===== src/rtl/mcu_subsys_pkg.sv =====
`default_nettype none
// ============================================================================
// Module   : mcu_subsys_pkg
// Brief    : Shared types for the MCU subsystem two-master memory arbiter.
// Revision : 1.0 - initial release
// ============================================================================
package mcu_subsys_pkg;

  typedef enum logic [1:0] {
    ST_IDLE = 2'd0,
    ST_GNT0 = 2'd1,
    ST_GNT1 = 2'd2,
    ST_TOUT = 2'd3
  } arb_state_t;

  typedef struct packed {
    logic [31:0] addr;
    logic [31:0] wdata;
    logic [3:0]  wstrb;
  } mem_req_t;

  localparam logic [1:0] c_GRANT_NONE = 2'b00;

  // Round-robin pick: 1 selects master 1. On contention the master that was
  // not served last wins.
  function automatic logic pick_master(input logic v0, input logic v1, input logic last);
    return v1 && (!v0 || !last);
  endfunction

  function automatic logic [1:0] grant_onehot(input logic idx);
    return idx ? 2'b10 : 2'b01;
  endfunction

endpackage
`default_nettype wire


===== src/rtl/mcu_subsys_mem_arb.sv =====
`default_nettype none
// ============================================================================
// Module   : mcu_subsys_mem_arb
// Brief    : Two-master round-robin arbiter onto one native memory slave port,
//            with bounded-latency timeout and sticky error flag.
// Revision : 1.0 - initial release
// ============================================================================
module mcu_subsys_mem_arb
  import mcu_subsys_pkg::*;
#(
  parameter int unsigned TIMEOUT_CYCLES = 256,
  parameter logic [31:0] TIMEOUT_RDATA  = 32'hDEAD_BEEF
) (
  input  logic        clk,
  input  logic        rst,
  input  logic        m0_valid,
  output logic        m0_ready,
  input  logic [31:0] m0_addr,
  input  logic [31:0] m0_wdata,
  input  logic [3:0]  m0_wstrb,
  output logic [31:0] m0_rdata,
  input  logic        m1_valid,
  output logic        m1_ready,
  input  logic [31:0] m1_addr,
  input  logic [31:0] m1_wdata,
  input  logic [3:0]  m1_wstrb,
  output logic [31:0] m1_rdata,
  output logic        s_valid,
  input  logic        s_ready,
  output logic [31:0] s_addr,
  output logic [31:0] s_wdata,
  output logic [3:0]  s_wstrb,
  input  logic [31:0] s_rdata,
  output logic [1:0]  grant,
  output logic        err_timeout,
  input  logic        err_clr
);

  // A width of at least 1 keeps the counter legal when the timeout is disabled.
  localparam int unsigned       c_CNT_W    = (TIMEOUT_CYCLES == 0) ? 1 : $clog2(TIMEOUT_CYCLES + 1);
  localparam logic [c_CNT_W-1:0] c_CNT_LAST = c_CNT_W'(TIMEOUT_CYCLES - 1);
  localparam logic               c_TOUT_EN  = (TIMEOUT_CYCLES != 0);

  arb_state_t          r_state;
  logic                r_last;
  logic                r_owner;
  logic                r_err;
  logic [c_CNT_W-1:0]  r_cnt;

  mem_req_t w_m0_req;
  mem_req_t w_m1_req;
  mem_req_t w_own_req;
  logic     w_own_valid;
  logic     w_in_gnt;
  logic     w_tout_hit;
  logic     w_enter_tout;
  logic     w_pick;

  assign w_m0_req     = '{addr: m0_addr, wdata: m0_wdata, wstrb: m0_wstrb};
  assign w_m1_req     = '{addr: m1_addr, wdata: m1_wdata, wstrb: m1_wstrb};
  assign w_own_req    = r_owner ? w_m1_req : w_m0_req;
  assign w_own_valid  = r_owner ? m1_valid : m0_valid;
  assign w_in_gnt     = (r_state == ST_GNT0) || (r_state == ST_GNT1);
  assign w_tout_hit   = c_TOUT_EN && (r_cnt == c_CNT_LAST);
  assign w_enter_tout = w_in_gnt && w_own_valid && !s_ready && w_tout_hit;
  assign w_pick       = pick_master(m0_valid, m1_valid, r_last);

  always_ff @(posedge clk) begin
    if (rst) begin
      r_state <= ST_IDLE;
      r_last  <= 1'b1;
      r_owner <= 1'b0;
      r_cnt   <= '0;
      r_err   <= 1'b0;
    end else begin
      // Entering timeout overrides a simultaneous clear request.
      if (w_enter_tout) begin
        r_err <= 1'b1;
      end else if (err_clr) begin
        r_err <= 1'b0;
      end

      case (r_state)
        ST_IDLE: begin
          r_cnt <= '0;
          if (m0_valid || m1_valid) begin
            r_owner <= w_pick;
            r_state <= w_pick ? ST_GNT1 : ST_GNT0;
          end
        end
        ST_GNT0, ST_GNT1: begin
          if (!w_own_valid) begin
            r_state <= ST_IDLE;
            r_cnt   <= '0;
          end else if (s_ready) begin
            r_state <= ST_IDLE;
            r_last  <= r_owner;
            r_cnt   <= '0;
          end else if (w_enter_tout) begin
            r_state <= ST_TOUT;
            r_cnt   <= '0;
          end else begin
            r_cnt <= r_cnt + 1'b1;
          end
        end
        ST_TOUT: begin
          r_state <= ST_IDLE;
          r_last  <= r_owner;
          r_cnt   <= '0;
        end
        default: begin
          r_state <= ST_IDLE;
          r_cnt   <= '0;
        end
      endcase
    end
  end

  always_comb begin
    s_valid  = 1'b0;
    s_addr   = '0;
    s_wdata  = '0;
    s_wstrb  = '0;
    m0_ready = 1'b0;
    m0_rdata = '0;
    m1_ready = 1'b0;
    m1_rdata = '0;
    grant    = c_GRANT_NONE;
    case (r_state)
      ST_GNT0, ST_GNT1: begin
        s_valid = 1'b1;
        s_addr  = w_own_req.addr;
        s_wdata = w_own_req.wdata;
        s_wstrb = w_own_req.wstrb;
        grant   = grant_onehot(r_owner);
        if (r_owner) begin
          m1_ready = s_ready;
          m1_rdata = s_rdata;
        end else begin
          m0_ready = s_ready;
          m0_rdata = s_rdata;
        end
      end
      ST_TOUT: begin
        grant = grant_onehot(r_owner);
        if (r_owner) begin
          m1_ready = 1'b1;
          m1_rdata = TIMEOUT_RDATA;
        end else begin
          m0_ready = 1'b1;
          m0_rdata = TIMEOUT_RDATA;
        end
      end
      default: begin
        s_valid = 1'b0;
      end
    endcase
  end

  assign err_timeout = r_err;

endmodule
`default_nettype wire


===== config.mk =====
export PLATFORM = sky130hd
export DESIGN_NAME = mcu_subsys_mem_arb
export DESIGN_NICKNAME = d
export VERILOG_FILES = /design/src/rtl/mcu_subsys_pkg.sv /design/src/rtl/mcu_subsys_mem_arb.sv
export SDC_FILE = /design/constraint.sdc
export NUM_CORES = 1
export LEC_CHECK = 0
export ABC_CLOCK_PERIOD_IN_PS = 2700
export CAP_MARGIN = 20
export CORE_AREA = 4 4 120 122
export DETAILED_ROUTE_END_ITERATION = 8
export DIE_AREA = 0 0 124 126
export DONT_BUFFER_PORTS = 1
export GPL_TIMING_DRIVEN = 0
export PLACE_DENSITY = 0.35
export SLEW_MARGIN = 20
export SYNTH_ARGS = -nofsm -noshare
export SYNTH_HDL_FRONTEND = slang
export SYNTH_SLANG_ARGS = --single-unit

===== constraint.sdc =====
create_clock -name clk -period 2.7 [get_ports clk]
set_input_delay 0.54 -clock clk [delete_from_list [all_inputs] [get_ports clk]]
set_output_delay 0.54 -clock clk [all_outputs]
set_load 0.02 [all_outputs]

======== Yosys cells after proc, flatten, opt, wreduce, memory -nomap -nowiden ========
Cells that the tools add are included.
cells by class
  add/sub/neg operators ................... 1
  equal/unequal tests ..................... 8
  mux-type cells .......................... 35
  reduce and logical (&&, ||, !) cells .... 19
operators by type and width
  cell                 number
  $mux 32              6
  $pmux 32 s2          2
  $mux 68              1
  $mux 9               3
  $pmux 9 s2           1
  $mux 2               7
  $mux 1               10
  $add 9x1->9 const B  1
  $eq 9x8->1 const B   1
  $ne 2x2->1 const B   3
  $pmux 1 s2           3
  $pmux 2 s3           1
  $eq 2x2->1 const B   2
  $logic_and 1x1->1    4
  $mux 4               1
  $ne 4x4->1 const B   1
  $reduce_and 2->1     2
  $reduce_bool 2->1    2
  $reduce_or 2->1      2
  $logic_not 1->1      3
  $logic_or 1x1->1     3
  $reduce_and 3->1     1
  $reduce_or 3->1      1
  $eq 2x1->1 const B   1
  $logic_not 2->1      1
word-level totals
  register bits after elaboration ......... 14
  word-level logic and storage cells ...... 68

======== Depth between registers and ports, before layout ========
  depth after elaboration ................. 9
  depth in mapped cells ................... 7
  gate-level depth less buffers ........... 7

======== Least setup slack after synthesis ========
No wires, ideal clock.
  path kind ............................... reg-to-output
  start ................................... register r_state[0]
  end ..................................... output port s_addr[0]
  arrival time ............................ 1732 ps
  data required time ...................... 2160 ps
  path slack .............................. 428 ps
  cell stages (with the launch flop) ...... 7
  cells stage by stage .................... dfxtp_1 -> inv_1 -> ha_1 -> buf_2 -> buf_2 -> clkbuf_1 -> nor2b_1
between the ends
  longest elaborated chain between the ends .. 3
ends and longest elaborated chain
  element                                          RTL line                   RTL
  start, declared                                  mcu_subsys_mem_arb.sv:44   arb_state_t r_state;
  start signal, assigned                           mcu_subsys_mem_arb.sv:88   r_state <= w_pick ? ST_GNT1 : ST_GNT0;
  $eq 2x1->1 / $eq 2x2->1 (equally long branches)  mcu_subsys_mem_arb.sv:129  case (r_state)
  $reduce_or 2->1 *                                mcu_subsys_mem_arb.sv:129
  $mux 32 *                                        mcu_subsys_mem_arb.sv:129
  end, declared                                    mcu_subsys_mem_arb.sv:30   output logic [31:0] s_addr,
Mark *: on every way between the ends. The rest lies on a longest branch, timed or not.

======== Worst setup path in the final report ========
  start ................................... register r_state[1]
  end ..................................... output port m1_rdata[19]
between the ends
  longest elaborated chain between the ends .. 3
ends and longest elaborated chain
  element                                          RTL line                   RTL
  $eq 2x1->1 / $eq 2x2->1 (equally long branches)  mcu_subsys_mem_arb.sv:129
  $reduce_or 2->1                                  mcu_subsys_mem_arb.sv:129
  $pmux 32 s2 *                                    mcu_subsys_mem_arb.sv:129
  end, declared                                    mcu_subsys_mem_arb.sv:27   output logic [31:0] m1_rdata,
Marked as above.

==> implementation parameters <==
Parameter                              Value

Power
  Tot Pwr    2.858 mW
  Switching power total    1.576 mW
  Power per unit of standard cell area    898.2 nW/um^2
  Switching part of the total    0.5516
  Combinational Power Share    0.822
  Maximum vdd ir drop    401.1 uV
  LEAKAGE    1.051 nW
  Flop pwr share    0.082
  Internal    1.281 mW
  Clk network pwr share    0.097

Logic synthesis
  Cell area after synthesis    2355 um^2
  Count of flip-flops with a built-in enable after synthesis    0
  Flip-flop and latch count after synthesis    14
  Cell types occupying the most area after synthesis    sky130_fd_sc_hd__mux2i_1, sky130_fd_sc_hd__nor2b_1, sky130_fd_sc_hd__nor2_1, sky130_fd_sc_hd__dfxtp_1, sky130_fd_sc_hd__a21oi_1
  Top cell type's share of synthesized area    0.2933
  Number of synthesis warnings    0
  Most numerous cell in the Yosys netlist    sky130_fd_sc_hd__nor2_1
  Unique masters post-synth    28
  Gate count after technology mapping    347
  Avg Cell Area, Syn    6.786 um^2
  Post-synthesis net count    526
  Largest area contributor in the netlist    sky130_fd_sc_hd__mux2i_1
  Share of synthesized registers carrying an async set or reset    0
  Flip-flop cell with the highest count after synthesis    sky130_fd_sc_hd__dfxtp_1
  Share of the yosys chip area belonging to registers    0.1190
  Top post-synthesis cells by count    sky130_fd_sc_hd__nor2_1, sky130_fd_sc_hd__mux2i_1, sky130_fd_sc_hd__nor2b_1

Hold path
  Worst hold-check path type    in -> reg
  Hold Crit Start    rst

Floorplan
  Die span in x    124 um
  Count of pins on the block boundary    312
  Floorplan Core Area    13,190 um^2
  Row count    42
  Die outline height    126 um
  Die outline area    15,620 um^2
  Starting density of the core    0.1785

Critical path
  Kind of start point of the critical path    register
  Largest fanout on the critical path    10
  Class of the most critical setup path    reg -> out
  Cell family with the largest share of critical-path delay    buffers and inverters
  Delay of the slowest cell on the worst path    400 ps
  Required time of the critical path    2160 ps
  Number of buffers and inverters on the critical path    3
  Capturing element type of the critical path    primary output
  Worst-path cell chain    inv_1, ha_2, buf_4, clkbuf_2, a21oi_1, nor2_1
  Standard cell with the maximum stage delay on the critical path    sky130_fd_sc_hd__ha_2
  Reg-to-reg critical path startpoint    r_state[1]$_SDFFE_PP0P_
  Arrival time of data at the critical path endpoint    2030 ps
  Crit. Startpoint    r_state[1]$_SDFFE_PP0P_

Clocking
  Clock buffers created by TritonCTS    3
  Clock Root Buffer    sky130_fd_sc_hd__clkbuf_16
  Insertion delay to the later sink of the worst-skew pair    240 ps
  CTS Buffer Depth    2
  Clock slew at the register clock pins of the worst setup and hold paths    50 ps
  TritonCTS clock tree    built
  Setup Fix Bufs, Post-CTS    0
  H-tree depth    1
  Sink Count    14

Cells and area
  Total number of nets in the final design    531
  Non-Filler Cell Area, Final    3182 um^2
  Fraction of final layout cells sized beyond drive strength 1    0.3429
  Antenna fix cells    0
  Area growth from synthesis to final layout    35.12%
  Filler cell count in the final layout    1,469

Routing
  Detail-routed via count per cell    4.821
  Final routed DRC violation total    0
  First drt pass iteration count    4
  Remaining number of nets flagged by the antenna check after routing    0
  Number of vias after detailed routing    2,536
  Total wire length after detailed routing    11.12 mm
  Violation count after the first detailed-route iteration    62
  Average wire length per cell after detail routing    21.14 um

Global route
  Overall routing resource usage    0.1216
  Vias in the first global route    2,608
  Largest net degree at the start of global routing    11
  Wire length of the first global-routing pass    14.87 mm
  Grt total ovfl    0
  Antenna violations before repair    0

Placed design
  Cell Area, Placed    2575 um^2
  Minimum setup slack after placement    -217.6 ps
  HPWL after detailed placement    9.209 mm
  GPL Wtd Cong    0.7687
  Number of buffers inserted by port buffering    0

STA
  Tmin final    2574 ps
  Relative slew slack    0.6173
  Hold slack    362.2 ps
  Timing-limited maximum frequency    0.3886 GHz
  Worst Clk Skew    5.936 ps
  Worst Slack Setup Final    126.5 ps
  Number of hold violations in the final report    0
  Transition time at the pin with the least slew margin    574.0 ps
  Setup-failing EPs final    0
  Final slew viol count    0
  RSZ-0062 raised after global routing    yes
  Fraction of the cycle the final worst path needs    0.9532

Job
  Max Cap Violations    0

Outcome
  Result of the run    complete, no violations
## state kept, by name, summed over array words and instances, names as in the netlist
register     count
r_last           1
r_state          2
r_owner          1
r_cnt            9
err_timeout      1
## through the flow
| stage | TNS, ps | cells | util |
|---|---|---|---|
| floorplan | 0 | 347 | - |
| global placement | -2099 | 523 | 0.1952 |
| detailed placement | -5709 | 523 | 0.1952 |
| CTS | 0 | 526 | 0.2316 |
| global route | -101.0 | 526 | 0.2412 |
| finish | 0 | 526 | 0.2412 |
## cells by family (layout without fill, tap and decap cells)
| family | count (synthesis) | count (layout) | synth area share |
|---|---|---|---|
| multiplexers | 70 | 70 | 0.2997 |
| XOR/XNOR | 3 | 3 | 0.01116 |
| AO/OA/AOI/OAI | 42 | 42 | 0.09883 |
| buffers and inverters | 37 | 40 | 0.06695 |
| flip-flops | 14 | 14 | 0.1190 |
| AND/OR/NAND/NOR | 176 | 176 | 0.3778 |
| adder cells (fa/ha/maj) | 5 | 5 | 0.02657 |
## worst paths after layout
check / to / slack [ps] / cells past startpoint
setup / recovery: m1_rdata[19] / 130 / 6
hold / removal: r_owner$_SDFFE_PP0P_ / 360 / 1
setup reg to reg: r_cnt[5]$_SDFF_PP0_ / 790 / 6
hold reg to reg: r_cnt[0]$_SDFF_PP0_ / 450 / 1
## cell type report
| type | count | area [um^2] | area share |
|---|---|---|---|
| inverters | 7 | 26.28 | 0.008258 |
| flip-flops and latches | 14 | 280.3 | 0.08809 |
| clock buffers | 3 | 75.07 | 0.02359 |
| multi-input cells | 296 | 2415 | 0.7589 |
| plain buffers | 30 | 165.2 | 0.05191 |
| well taps | 176 | 220.2 | 0.06921 |
## layout by cell type (no fill, tap or decap), types with 4 or more instances in the layout
master	instances
sky130_fd_sc_hd__clkbuf_2	9
sky130_fd_sc_hd__a21oi_1	31
sky130_fd_sc_hd__mux2i_1	69
sky130_fd_sc_hd__nand3_1	4
sky130_fd_sc_hd__nor2b_4	49
sky130_fd_sc_hd__ha_1	4
sky130_fd_sc_hd__nor2_1	51
sky130_fd_sc_hd__nor2b_1	7
sky130_fd_sc_hd__nor2_2	20
sky130_fd_sc_hd__clkbuf_1	4
sky130_fd_sc_hd__buf_2	12
sky130_fd_sc_hd__inv_1	7
sky130_fd_sc_hd__nand2_1	12
sky130_fd_sc_hd__dfxtp_1	14
sky130_fd_sc_hd__nor2b_2	13
sky130_fd_sc_hd__nor2_4	6
sky130_fd_sc_hd__nor4b_1	4
## layer usage
metal / vias up / part of all wire / wire length, um / GRT usage
met5: - / 0 / 0 / 0
met3: 2 / 0.089 / 985 / 0.02108
li1: 1165 / - / - / -
met1: 1205 / 0.38 / 4177 / 0.1425
met4: 0 / 0.0017 / 19 / 0.01160
met2: 164 / 0.53 / 5938 / 0.2345
## power by group through the flow
stage                     combinational, mW  sequential (mW)  clock (mW)
after floorplan                        1.52            0.234           0
after global placement                 1.85            0.238           0
after detailed placement               1.87            0.238           0
after CTS                              2.25            0.234       0.283
after global routing                   2.51            0.236       0.293
final                                  2.35            0.234       0.276
## worst register-to-register path, delay by kind of cell, from the launching register on
family,cells,cell delay (ps)
and+or+nand+nor,2,580
buffers and inverters,2,270
AOI/OAI and AO/OA,1,200
adders and majority gates,1,400
DFF,1,380
## repair_timing
action / 4_1_cts / 5_1_grt
resized for setup: 129 / 36
hold buffers: 0 / 0
hold endpoints to repair: 0 / 0
setup endpoints to repair: 134 / 109
Note: power is estimated with default switching activity, not from simulation.
